File: config.mk
export PLATFORM = sky130hd
export DESIGN_NAME = score_display
export DESIGN_NICKNAME = d
export VERILOG_FILES = /design/src/rtl/score_display_pkg.sv /design/src/rtl/score_display_bcd_converter.sv /design/src/rtl/score_display.sv
export SDC_FILE = /design/constraint.sdc
export NUM_CORES = 1
export LEC_CHECK = 0
export ABC_AREA = 1
export CAP_MARGIN = 0
export CORE_ASPECT_RATIO = 0.8
export CORE_MARGIN = 4
export CORE_UTILIZATION = 50
export CTS_CLUSTER_DIAMETER = 120
export CTS_CLUSTER_SIZE = 25
export DETAILED_ROUTE_END_ITERATION = 16
export PLACE_DENSITY = 0.7
export SLEW_MARGIN = 20
export SYNTH_ARGS = -nofsm -noshare
export SYNTH_HDL_FRONTEND = slang
export SYNTH_HIERARCHICAL = 1
export SYNTH_SLANG_ARGS = --single-unit
File: constraint.sdc
create_clock -name clock -period 4.9 [get_ports clock]
set_input_delay 0.98 -clock clock [delete_from_list [all_inputs] [get_ports clock]]
set_output_delay 0.98 -clock clock [all_outputs]
set_load 0.02 [all_outputs]
File: src/rtl/score_display_pkg.sv
// Shared types, segment patterns and sizing helpers for the score display.
// Sizing functions are constant-evaluable so they can set parameters.
package score_display_pkg;

    typedef enum logic [1:0] {
        IDLE  = 2'd0,
        LOAD  = 2'd1,
        SHIFT = 2'd2,
        DONE  = 2'd3
    } conv_state_t;

    localparam logic [6:0] SEG_0     = 7'h40;
    localparam logic [6:0] SEG_1     = 7'h79;
    localparam logic [6:0] SEG_2     = 7'h24;
    localparam logic [6:0] SEG_3     = 7'h30;
    localparam logic [6:0] SEG_4     = 7'h19;
    localparam logic [6:0] SEG_5     = 7'h12;
    localparam logic [6:0] SEG_6     = 7'h02;
    localparam logic [6:0] SEG_7     = 7'h78;
    localparam logic [6:0] SEG_8     = 7'h00;
    localparam logic [6:0] SEG_9     = 7'h10;
    localparam logic [6:0] SEG_BLANK = 7'h7F;

    function automatic int pow10(input int d);
        int p;
        p = 1;
        for (int i = 0; i < d; i++) p = p * 10;
        return p;
    endfunction

    function automatic int shift_w(input int d);
        return $clog2(pow10(d));
    endfunction

    function automatic int clamp_max(input int d);
        return pow10(d) - 1;
    endfunction

    function automatic logic [6:0] seg_decode(input logic [3:0] nib);
        logic [6:0] s;
        case (nib)
            4'd0:    s = SEG_0;
            4'd1:    s = SEG_1;
            4'd2:    s = SEG_2;
            4'd3:    s = SEG_3;
            4'd4:    s = SEG_4;
            4'd5:    s = SEG_5;
            4'd6:    s = SEG_6;
            4'd7:    s = SEG_7;
            4'd8:    s = SEG_8;
            4'd9:    s = SEG_9;
            default: s = SEG_BLANK;
        endcase
        return s;
    endfunction

endpackage

File: src/rtl/score_display_bcd_converter.sv
// Sequential double-dabble binary to BCD converter.
// Only a finished conversion is committed to the bcd output.
module bcd_converter
    import score_display_pkg::*;
#(
    parameter int DIGITS  = 4,
    parameter int SHIFT_W = 14
) (
    input  logic                  clock,
    input  logic                  ctrl_reset_n,
    input  logic [31:0]           raw,
    input  logic [SHIFT_W-1:0]    value,
    output logic                  busy,
    output logic [4*DIGITS-1:0]   bcd
);

    localparam int CNT_W = $clog2(SHIFT_W + 1);

    conv_state_t          state;
    logic [SHIFT_W-1:0]   sr;
    logic [4*DIGITS-1:0]  acc;
    logic [4*DIGITS-1:0]  adj;
    logic [31:0]          cap;
    logic [31:0]          last_score;
    logic [CNT_W-1:0]     cnt;

    assign busy = (state != IDLE);

    // Add-3 correction on every BCD nibble that would overflow on shift
    always_comb begin
        adj = acc;
        for (int i = 0; i < DIGITS; i++) begin
            if (acc[4*i +: 4] >= 4'd5)
                adj[4*i +: 4] = acc[4*i +: 4] + 4'd3;
        end
    end

    // Conversion FSM and shift datapath
    always_ff @(posedge clock or negedge ctrl_reset_n) begin
        if (!ctrl_reset_n) begin
            state      <= IDLE;
            sr         <= '0;
            acc        <= '0;
            cap        <= '0;
            last_score <= '0;
            cnt        <= '0;
            bcd        <= '0;
        end else begin
            case (state)
                IDLE: begin
                    if (raw != last_score)
                        state <= LOAD;
                end
                LOAD: begin
                    sr    <= value;
                    acc   <= '0;
                    cap   <= raw;
                    cnt   <= '0;
                    state <= SHIFT;
                end
                SHIFT: begin
                    {acc, sr} <= {adj, sr} << 1;
                    cnt       <= cnt + 1'b1;
                    if (cnt == CNT_W'(SHIFT_W - 1))
                        state <= DONE;
                end
                DONE: begin
                    bcd        <= acc;
                    last_score <= cap;
                    state      <= IDLE;
                end
                default: state <= IDLE;
            endcase
        end
    end

endmodule

File: src/rtl/score_display.sv
// Score display: clamps the score, converts to BCD and scans the
// digits onto an active-low multiplexed 7-segment display.
module score_display
    import score_display_pkg::*;
#(
    parameter int DIGITS      = 4,
    parameter int REFRESH_DIV = 50000
) (
    input  logic                  clock,
    input  logic                  ctrl_reset_n,
    input  logic [31:0]           data_score,
    input  logic [31:0]           data_rstatus,
    output logic [6:0]            seg_n,
    output logic [DIGITS-1:0]     an_n,
    output logic                  dp_n,
    output logic                  conv_busy,
    output logic [4*DIGITS-1:0]   score_bcd
);

    localparam int SHIFT_W = shift_w(DIGITS);
    localparam int MAX_VAL = clamp_max(DIGITS);
    localparam int CW      = (REFRESH_DIV > 1) ? $clog2(REFRESH_DIV) : 1;
    localparam int IW      = (DIGITS > 1) ? $clog2(DIGITS) : 1;

    logic [SHIFT_W-1:0] clamped;
    logic [CW-1:0]      refresh_cnt;
    logic [IW-1:0]      idx;
    logic [3:0]         nib;
    logic               blank;
    logic [DIGITS-1:0]  an_cur;
    logic               unused_rstatus;

    assign unused_rstatus = ^data_rstatus[31:1];

    // Negative scores show as zero, oversize scores saturate
    always_comb begin
        if (data_score[31])
            clamped = '0;
        else if (data_score > 32'(MAX_VAL))
            clamped = SHIFT_W'(MAX_VAL);
        else
            clamped = data_score[SHIFT_W-1:0];
    end

    bcd_converter #(
        .DIGITS  (DIGITS),
        .SHIFT_W (SHIFT_W)
    ) u_conv (
        .clock        (clock),
        .ctrl_reset_n (ctrl_reset_n),
        .raw          (data_score),
        .value        (clamped),
        .busy         (conv_busy),
        .bcd          (score_bcd)
    );

    // Select the current digit, its anode and its leading-zero blanking
    always_comb begin
        nib    = 4'd0;
        blank  = 1'b0;
        an_cur = '1;
        for (int i = 0; i < DIGITS; i++) begin
            if (idx == IW'(i)) begin
                nib       = score_bcd[4*i +: 4];
                blank     = (i != 0) && ((score_bcd >> (4*i)) == '0);
                an_cur[i] = 1'b0;
            end
        end
    end

    // Refresh timer, digit scan and registered display drive
    always_ff @(posedge clock or negedge ctrl_reset_n) begin
        if (!ctrl_reset_n) begin
            refresh_cnt <= '0;
            idx         <= '0;
            seg_n       <= SEG_BLANK;
            an_n        <= '1;
            dp_n        <= 1'b1;
        end else begin
            if (refresh_cnt == CW'(REFRESH_DIV - 1)) begin
                refresh_cnt <= '0;
                if (idx == IW'(DIGITS - 1))
                    idx <= '0;
                else
                    idx <= idx + 1'b1;
            end else begin
                refresh_cnt <= refresh_cnt + 1'b1;
            end
            seg_n <= blank ? SEG_BLANK : seg_decode(nib);
            an_n  <= an_cur;
            dp_n  <= ~(data_rstatus[0] && (idx == '0));
        end
    end

endmodule

==> results of run 1 <==
layer usage:
metal / vias to the layer above / GRT usage
met3: 7 / 0.0463
met5: - / 0
met1: 2683 / 0.286
met4: 0 / 0.0489
met2: 100 / 0.285
li1: 2952 / -
cell type report:
class,count,area share
flip-flops and latches,146,0.419
multi-input cells,588,0.352
repair buffers,67,0.0756
inverters,138,0.0593
clock buffers,22,0.0553
well taps,184,0.0263
clock inverters,10,0.0121
registers in the layout, indices dropped and copies added (netlist names):
name	count
u_conv/cap	32
u_conv/cnt	4
dp_n	1
u_conv/state	2
an_n	4
idx	2
seg_n	7
refresh_cnt	16
u_conv/bcd	16
u_conv/acc	16
u_conv/last_score	32
u_conv/sr	14
cell usage in the layout (no fill, tap or decap), types with 10 or more instances in the layout:
cell and instances:
inv_1 125, nor2_1 93, nand3_1 55, xor2_1 10, ha_1 23, nand2_1 206, clkbuf_16 17, o21ai_0 57
inv_2 12, dfstp_2 12, dfrtp_1 134, a21oi_1 47, clkdlybuf4s50_1 62
logic make-up after synthesis:
group,count (synthesis),share of synthesized area
AO/OA/AOI/OAI,136,0.101
flip-flops,146,0.497
adder cells (fa/ha/maj),25,0.0424
multiplexers,9,0.0137
XOR/XNOR,17,0.0202
AND/OR/NAND/NOR,401,0.241
buffers and inverters,161,0.0848
metrics by stage:
stage	total power, mW	hold WS, ns	area (sq um)	setup slack (ns)
floorplan	2.33	0.433	7370	2.92
global placement	2.72	0.451	8170	2.12
detailed placement	2.74	0.463	8170	2.13
CTS	4.03	0.469	8760	2.05
global route	4.25	0.491	8760	1.88
finish	3.99	0.467	8760	2.09
worst min path at each step:
stage	cells after the start	slack (ns)	from	end
2_1_floorplan	1	0.43	refresh_cnt[0]	refresh_cnt[0]
3_3_place_gp	1	0.45	refresh_cnt[0]	refresh_cnt[0]
3_5_place_dp	1	0.46	refresh_cnt[0]	refresh_cnt[0]
4_1_cts	1	0.47	refresh_cnt[0]	refresh_cnt[0]
5_1_grt	1	0.49	refresh_cnt[0]	refresh_cnt[0]
6_report	1	0.47	refresh_cnt[0]	refresh_cnt[0]
critical path: cells and delay by family (launching register included):
kind	cells	cell delay, ns
adder cells (fa/ha/maj)	1	0.19
buffers and inverters	3	0.81
flip-flops	1	0.42
power by group through the flow:
stage | clock network [mW] | logic [mW] | registers [mW]
2_1_floorplan | 0 | 0.664 | 1.67
3_3_place_gp | 0 | 1.13 | 1.58
3_5_place_dp | 0 | 1.15 | 1.59
4_1_cts | 1.30 | 1.16 | 1.57
5_1_grt | 1.36 | 1.29 | 1.59
6_report | 1.28 | 1.15 | 1.57
==> run metrics, run 1 <==
Final period util=0.574; num rows=39; clk buf depth=2; vias in the first global route=about 5,400; gr ovfl total=0; TritonCTS clock tree=done; Tightest Hold Check Type=flop to flop; leakage dissipation=4.30 nW; prevailing post-synth register cell=dfrtp_1; clock skew=0.00463 ns; cell taking the most area after synthesis=dfrtp_1; Int Power=~2.7 mW; endpoints failing setup=0; GP Congestion=about 0.84; Avg WL per Cell=about 13 um; Starting Density=0.514; Post-Layout Cell Count=1,155; max layer used=met4; status=finished, final reports clean; flops & latches, synth=146; Gate power share=0.287; R2R depth=6; Slew Limit Fails=0; first-iteration detailed-routing DRC count=450; die footprint=approximately 17,000 sq um; CP max stage delay=0.63 ns; initial antenna violation count=0; Vias/cell=4.97; CP Data Required Time=3.92 ns; MaxCap Viol Count=0; Placed Instances=roughly 1,100; unrepaired setup endpoints after global routing=false; Root Driver=clkbuf_16; final-stage net count=between 1,000 and 1,500; top-count cell post-synth=nand2_1; IO Pins=95; post-CTS sizing=0; Mapped Cells=roughly 900; CP dominant cell by count=inv_1; Post-DP HPWL=~11,000 um; synth cell count leaders=nand2_1, dfrtp_1, inv_1; Critical R2R Capture=u_conv/sr[12]; Worst Path Max Fanout=4; R2R Setup Slk=about 2.2 ns; Setup TNS Final=0 ns; async set-or-reset flop fraction in the synthesized netlist=1.00; crit path to=conv_busy; Warnings, synthesis=6; footprint of the multi-input gates=between 3000 and 4000 sq um; cts hold-fix bufs=0; postcts setup bufs=0; Clock power frac=0.320; Critical Path Start Type=flop; CTS Sinks=~150; GR Util All Layers=0.192; Die X=144 um; Psw=between 1 and 1.5 mW; Sequential Power Share=0.393; Setup CP Type=flop to output port; f_max=356 MHz; # H-tree levels=4; register area=about 3700 sq um; slowest cell on the critical path=clkdlybuf4s50_1; Via Count=about 5,700; crit path from=u_conv/state[1]; metal2 WL=6550 um; first-pass GRT wire length=~26,000 um; Post-Syn Area=between 7000 and 8000 sq um; drt total wl=around 15,000 um; Met3 Wirelength=just under 600 um; P&R area growth vs syn=18.7%; antenna diode count=0; Hold Violations, Final=0; area share of the largest cell type after synthesis=0.455; slew margin rel.=0.431; Tmin final=between 2 and 3 ns; met1 wire length=just under 8000 um; Yosys cell types=42; largest net degree at the start of global routing=66; filler instances=around 1,300; residual DRC count=0; 1st-pass router iterations=5; post-synth net total=986; CP cell instances=inv_1 -> ha_1 -> inv_1 -> clkdlybuf4s50_1; chip height=roughly 120 um; Slew @ Worst Pin=0.851 ns; layout cell share with drive strength beyond 1=0.107; Avg Cell Area, Syn=about 8.2 sq um; EDFF count, synth=0; Worst VDD drop=between 300 and 400 uV; top cells by area, synth=dfrtp_1, nand2_1, inv_1; clk slew on worst S/H paths=approximately 0.060 ns; Pwr per Cell Area=about 460 nW/um^2; worst skew pair latency=slightly above 0.4 ns; core area=14,300 sq um; post-layout util=0.610; TritonCTS buffer count=17; Worst setup EP type=output port; Port Buf Inserts=63; sequential area share after synthesis=0.497; switching fraction of total power=0.319; reg-to-reg startpoint=u_conv/state[1]; CP arrival=~1.8 ns; Post-DRT Antenna Nets=0
(Power assumes the default switching activity.)
==> inputs of run 2 (changes only) <==
--- a/config.mk
+++ b/config.mk
@@ -13,7 +13,7 @@
 export CTS_CLUSTER_DIAMETER = 120
 export CTS_CLUSTER_SIZE = 25
 export DETAILED_ROUTE_END_ITERATION = 16
-export PLACE_DENSITY = 0.7
+export PLACE_DENSITY = 0.73
 export SLEW_MARGIN = 20
 export SYNTH_ARGS = -nofsm -noshare
 export SYNTH_HDL_FRONTEND = slang
==> constraint.sdc (replaced) <==
create_clock -name clock -period 2.45 [get_ports clock]
set_input_delay 0.49 -clock clock [delete_from_list [all_inputs] [get_ports clock]]
set_output_delay 0.49 -clock clock [all_outputs]
set_load 0.02 [all_outputs]
==> run 2 against run 1 <==
  * Count of clock-buffer cells in the layout grew 1
  * Critical path depth is the same
  * Setup slack lost 1.9 ns
  * Critical endpoint unchanged
  * Power grew 100%
  * Register-to-register slack lost 1.7 ns
  * Hold slack lost 0.45 ns
  * Die area is the same
  * Via count grew 0.44%
  * Flip-flop and latch count is the same
==> run metrics, run 2 (synthesis results as in run 1) <==
drt total wl=15,600 um (was 15,000 um); top flop regs=u_conv/cap (32), u_conv/last_score (32) (unchanged); Pwr per Cell Area=909 nW/um^2 (was 455 nW/um^2); 1st-pass router iterations=5 (unchanged); endpoints failing setup=0 (unchanged); layout cell share with drive strength beyond 1=0.110 (was 0.107); postcts setup bufs=0 (unchanged); antenna diode count=0 (unchanged); Slew @ Worst Pin=0.648 ns (was 0.851 ns); die footprint=16,800 sq um (unchanged); Slew Limit Fails=0 (unchanged); vias in the first global route=5,642 (was 5,391); slew margin rel.=0.568 (was 0.431); Post-DP HPWL=10,800 um (was 10,600 um); Worst VDD drop=693 uV (was 336 uV); GR Util All Layers=0.200 (was 0.192); IO Pins=95 (unchanged); TritonCTS buffer count=17 (unchanged); Sequential Power Share=0.393 (about the same); post-route cell area=8810 sq um (was 8760 sq um); chip height=117 um (unchanged); Worst Path Max Fanout=4 (unchanged); f_max=between 400 and 500 MHz; Critical R2R Capture=u_conv/acc[6] (was u_conv/sr[12]); Post-DRT Antenna Nets=0 (unchanged); Hold Violations, Final=0 (unchanged); R2R Setup Slk=0.47 ns (was 2.21 ns); final-stage net count=1,055 (was 1,049); slowest cell on the critical path=clkdlybuf4s50_1 (unchanged); Setup CP Type=flop to output port (unchanged); clock skew=0.00549 ns (was 0.00463 ns); CP cell instances=inv_1 -> ha_1 -> inv_1 -> clkdlybuf4s50_1 (unchanged); # H-tree levels=4 (unchanged); unrepaired setup endpoints after global routing=false (unchanged); Gate power share=0.292 (was 0.287); clk buf depth=2 (unchanged); Root Driver=clkbuf_16 (unchanged); Critical Path Start Type=flop (unchanged); CP max stage delay=0.63 ns (about the same); Vias/cell=4.97 (about the same); most frequent cells in the layout=nand2_1, dfrtp_1, inv_1 (unchanged); Total Power=8.01 mW (was 3.99 mW); P&R area growth vs syn=19.5% (was 18.7%); cts hold-fix bufs=0 (unchanged); first-iteration detailed-routing DRC count=405 (was 450); CP arrival=1.82 ns (was 1.83 ns); num rows=39 (unchanged); CP Data Required Time=1.96 ns (was 3.92 ns); WHS=0.0209 ns (was 0.467 ns); R2R depth=5 (was 6); Tightest Hold Check Type=input pin to asynchronous set/reset pin (was flop to flop); Clock power frac=0.315 (was 0.320); Int Power=5.39 mW (was 2.72 mW); post-CTS sizing=0 (unchanged); status=finished, final reports clean (unchanged); leakage dissipation=4.32 nW (was 4.30 nW); clk slew on worst S/H paths=0.06 ns (about the same); post-layout util=0.614 (was 0.610); Psw=2.62 mW (was 1.27 mW); Port Buf Inserts=63 (unchanged); Die X=144 um (unchanged); CTS Sinks=146 (unchanged); gr ovfl total=0 (unchanged); placed cell areas=8240 sq um (was 8170 sq um); core area=14,300 sq um (unchanged); largest net degree at the start of global routing=65 (was 66); initial antenna violation count=0 (unchanged); most common cell after layout, fill and taps aside=nand2_1 (unchanged); MaxCap Viol Count=0 (unchanged); TritonCTS clock tree=done (unchanged); Starting Density=0.514 (unchanged); Via Count=5,767 (was 5,742); GP Congestion=0.820 (was 0.841); residual DRC count=0 (unchanged); Final period util=0.941; Tmin final=around 2.3 ns; first-pass GRT wire length=26,900 um (was 25,700 um); worst skew pair latency=0.42 ns (was 0.41 ns); Avg WL per Cell=13.4 um (was 13.0 um); Setup TNS Final=0 ns (unchanged); Worst setup EP type=output port (unchanged); CP dominant cell by count=inv_1 (unchanged); switching fraction of total power=0.327 (was 0.319); reg-to-reg startpoint=u_conv/state[0] (was u_conv/state[1])
==> run 2: cell count changes in the layout (fill, tap and decap cells not counted), sizes merged <==
cell | before | now
buf | 5 | 11
clkinv | 8 | 5
clkinvlp | 1 | 3
clkbuf | 22 | 23
==> run 2: worst max-delay path: cells and delay by family (launching register included) <==
family	cells	cell delay, ns
adder cells (fa/ha/maj)	1	0.20
flip-flops	1	0.41
buffers and inverters	3	0.80
==> run 2: per-stage QoR <==
| step | worst slack, ns | std cells |
|---|---|---|
| global route | 0.0147 | 1161 |
| global placement | 0.231 | 1129 |
| floorplan | 0.813 | 895 |
| detailed placement | 0.216 | 1129 |
| CTS | 0.103 | 1161 |
| finish | 0.144 | 1161 |
==> run 2: worst max path at each step <==
stage	startpoint	end	slack [ns]	depth (start not counted)
4_1_cts	u_conv/state[0]	conv_busy	0.10	4
3_3_place_gp	data_score[31]	u_conv/sr[1]	0.23	10
6_report	u_conv/state[0]	conv_busy	0.14	4
3_5_place_dp	data_score[31]	u_conv/sr[1]	0.22	10
5_1_grt	u_conv/state[0]	conv_busy	0.01	4
2_1_floorplan	idx[0]	seg_n[5]	0.81	10
==> run 2: power by group through the flow <==
stage	logic [mW]	clock network, mW	registers (mW)
final	2.34	2.52	3.14
after global routing	2.62	2.69	3.19
after CTS	2.35	2.57	3.14
after detailed placement	2.31	0	3.18
after global placement	2.27	0	3.17
after floorplan	1.33	0	3.33
==> run 2: layout make-up <==
type                    instances  area [sq um]
flip-flops and latches        146          3670
clock inverters                 9           106
fillers                      1243          5540
multi-input cells             588          3090
clock buffers                  23           468
well taps                     184           230
repair buffers                 73           732
inverters                     138           519
==> run 2: layer usage <==
metal	global-route usage	routed length [um]	vias up	part of all wire
li1	-	-	2964	-
met1	0.296	7810	2677	0.50
met2	0.305	7030	120	0.45
met3	0.0446	633	6	0.041
met4	0.0445	87	0	0.0056
met5	0	0	-	0
==> inputs of run 3 (changes only) <==
--- a/config.mk
+++ b/config.mk
@@ -5,7 +5,7 @@
 export SDC_FILE = /design/constraint.sdc
 export NUM_CORES = 1
 export LEC_CHECK = 0
-export ABC_AREA = 1
+export ABC_AREA = 0
 export CAP_MARGIN = 0
 export CORE_ASPECT_RATIO = 0.8
 export CORE_MARGIN = 4
@@ -13,7 +13,8 @@
 export CTS_CLUSTER_DIAMETER = 120
 export CTS_CLUSTER_SIZE = 25
 export DETAILED_ROUTE_END_ITERATION = 16
-export PLACE_DENSITY = 0.73
+export MAX_ROUTING_LAYER = met4
+export PLACE_DENSITY = 0.74
 export SLEW_MARGIN = 20
 export SYNTH_ARGS = -nofsm -noshare
 export SYNTH_HDL_FRONTEND = slang
==> run 3 against run 2 <==
  * Utilization up 1.4 points
  * Flip-flop and latch count did not move
  * Combinational power rose by 44%
  * Maximum frequency is 2.6% lower
  * Final cell count shrank 25%
  * Non-clock buffer count grew 6
  * Hold slack worse by 0.0035 ns
  * Count of clock-buffer cells in the layout down 4
  * Area after synthesis is 4.1% lower
  * Global-route usage rose by 0.19 points
  * Sequential power grew 18%
  * Sequential share of layout area is 0.99 points higher
==> run metrics, run 3 <==
EDFF count, synth=0 (unchanged); GR Util All Layers=0.202 (was 0.200); TritonCTS buffer count=17 (unchanged); Slew @ Worst Pin=0.830 ns (was 0.648 ns); vias in the first global route=5,057 (was 5,642); layout cell share with drive strength beyond 1=0.231 (was 0.110); cell taking the most area after synthesis=dfrtp_1 (unchanged); Synth Area in Compound Gates=0.0735 (was 0.101); Vias/cell=5.50 (was 4.97); antenna diode count=0 (unchanged); Post-Synth Adder-Cell Area=0.0442 (was 0.0424); reg-to-reg startpoint=idx[1] (was u_conv/state[0]); most frequent cells in the layout=dfrtp_1, mux2_2, clkdlybuf4s50_1 (was nand2_1, dfrtp_1, inv_1); Setup CP Type=flop to output port (unchanged); Via Count=4,773 (was 5,767); IO Pins=95 (unchanged); Post-DP HPWL=10,300 um (was 10,800 um); Simple-Gate Fraction of Synth Area=0.106 (was 0.241); Hold Violations, Final=0 (unchanged); synth cell count leaders=dfrtp_1, mux2_2, xnor2_1 (was nand2_1, dfrtp_1, inv_1); Tmin final=2.37 ns (was 2.31 ns); crit path from=u_conv/state[0] (unchanged); TritonCTS clock tree=done (unchanged); Root Driver=clkbuf_16 (unchanged); final-stage net count=766 (was 1,055); R2R Setup Slk=0.21 ns (was 0.47 ns); Worst VDD drop=787 uV (was 693 uV); Tightest Hold Check Type=input pin to asynchronous set/reset pin (unchanged); Worst Setup Slack, final=0.0819 ns (was 0.144 ns); num rows=38 (was 39); Yosys cell types=53 (was 42); Final period util=0.967 (was 0.941); gr ovfl total=0 (unchanged); Warnings, synthesis=6 (unchanged); clock skew=0.00537 ns (was 0.00549 ns); mux cell area share after synthesis=0.156 (was 0.0137); Avg WL per Cell=17.2 um (was 13.4 um); placed cell areas=7960 sq um (was 8240 sq um); clk buf depth=2 (unchanged); largest net degree at the start of global routing=53 (was 65); initial antenna violation count=0 (unchanged); prevailing post-synth register cell=dfrtp_1 (unchanged); XOR/XNOR Fraction of Synth Area=0.0632 (was 0.0202); MaxCap Viol Count=0 (unchanged); Slew Limit Fails=0 (unchanged); core area=13,700 sq um (was 14,300 sq um); combinational family with the most area after synthesis=multiplexers (was simple AND/OR/NAND/NOR gates); Port Buf Inserts=63 (unchanged); first-pass GRT wire length=24,900 um (was 26,900 um); leakage dissipation=3.83 nW (was 4.32 nW); Critical Path Start Type=flop (unchanged); die footprint=16,100 sq um (was 16,800 sq um); async set-or-reset flop fraction in the synthesized netlist=1.00 (unchanged); Pwr per Cell Area=1150 nW/um^2 (was 909 nW/um^2); Die X=141 um (was 144 um); Post-Syn Area=7070 sq um (was 7370 sq um); endpoints failing setup=0 (unchanged); worst skew pair latency=0.42 ns (about the same); Post-DRT Antenna Nets=0 (unchanged); Setup WS pre-CTS=-0.0317 ns (was 0.216 ns); slew margin rel.=0.447 (was 0.568); post-synth net total=696 (was 986); top-count cell post-synth=dfrtp_1 (was nand2_1); Avg Cell Area, Syn=11.7 sq um (was 8.24 sq um); Worst Path Max Fanout=4 (unchanged); GP Congestion=0.845 (was 0.820); most common cell after layout, fill and taps aside=dfrtp_1 (was nand2_1); residual DRC count=0 (unchanged); CP arrival=1.88 ns (was 1.82 ns); R2R depth=6 (was 5); status=finished, final reports clean (unchanged); Worst setup EP type=output port (unchanged); Critical R2R Capture=seg_n[1] (was u_conv/acc[6]); Starting Density=0.516 (was 0.514); postcts setup bufs=0 (unchanged); CP Data Required Time=1.96 ns (about the same); chip height=114 um (was 117 um); filler instances=1,058 (was 1,243); unrepaired setup endpoints after global routing=false (unchanged); clk slew on worst S/H paths=0.06 ns (about the same); 1st-pass router iterations=4 (was 5); flops & latches, synth=146 (unchanged); # H-tree levels=4 (unchanged); area share of the largest cell type after synthesis=0.474 (was 0.455); Mapped Cells=605 (was 895); drt total wl=14,900 um (was 15,600 um); CTS Sinks=146 (unchanged); top flop regs=u_conv/cap (32), u_conv/last_score (32) (unchanged); f_max=422 MHz (was 434 MHz); top cells by area, synth=dfrtp_1, mux2_2, xnor2_1 (was dfrtp_1, nand2_1, inv_1); post-route cell area=8610 sq um (was 8810 sq um); sequential area share after synthesis=0.519 (was 0.497); P&R area growth vs syn=21.7% (was 19.5%); first-iteration detailed-routing DRC count=423 (was 405)
==> run 3: worst max-delay path, stage by stage, from the launching register on <==
cell,delay [ns]
dfrtp_1,0.40
inv_1,0.10
ha_1,0.22
inv_1,0.12
clkdlybuf4s50_1,0.62
==> run 3: worst max-delay path by stage <==
stage | endpoint | slack (ns) | cells after the start
global route | conv_busy | 0.004 | 4
CTS | seg_n[6] | 0.07 | 8
global placement | u_conv/sr[10] | 0.03 | 8
finish | conv_busy | 0.08 | 4
detailed placement | u_conv/sr[6] | -0.03 | 8
floorplan | seg_n[4] | 0.30 | 9
==> run 3: per-stage QoR <==
stage,std cells,power [mW],setup TNS (ns),hold slack [ns],utilization
3_3_place_gp,836,6.90,0,0.461,0.582
6_report,868,9.86,0,0.0175,0.628
2_1_floorplan,605,6.04,0,0.194,-
4_1_cts,868,9.92,0,0.0189,0.628
5_1_grt,868,10.4,0,0.0437,0.628
3_5_place_dp,836,7.11,-0.0711,0.469,0.582
==> run 3: what timing repair did <==
action	in CTS	in global routing
setup endpoints to repair	0	2
hold buffers	0	0
resized for setup	0	2
==> run 3: cell type report <==
class	instances	area (sq um)	area share
multi-input cells	392	3140	0.365
flip-flops and latches	146	3670	0.426
repair buffers	79	790	0.0917
clock inverters	13	181	0.0211
inverters	39	146	0.0170
well taps	180	225	0.0262
clock buffers	19	453	0.0526
==> run 3: routing by layer <==
layer	routed length [um]	GRT usage
met1	6960	0.261
met2	7240	0.319
met3	517	0.0451
met4	190	0.0678
met5	0	-
==> run 3: cell families (layout without fill, tap and decap cells) <==
kind of cell    after synthesis  count (layout)
compound gates               84              84
xor+xnor                     51              51
fa+ha+maj                    25              25
buf+inv                      67             150
flops                       146             146
mux                         100             100
simple gates                132             132
==> run 3: where the power goes <==
part           switching, mW  leakage (nW)  internal, mW
Sequential             0.521          1.78          3.20
Combinational           1.69          1.74          1.69
Clock                   1.00         0.310          1.76
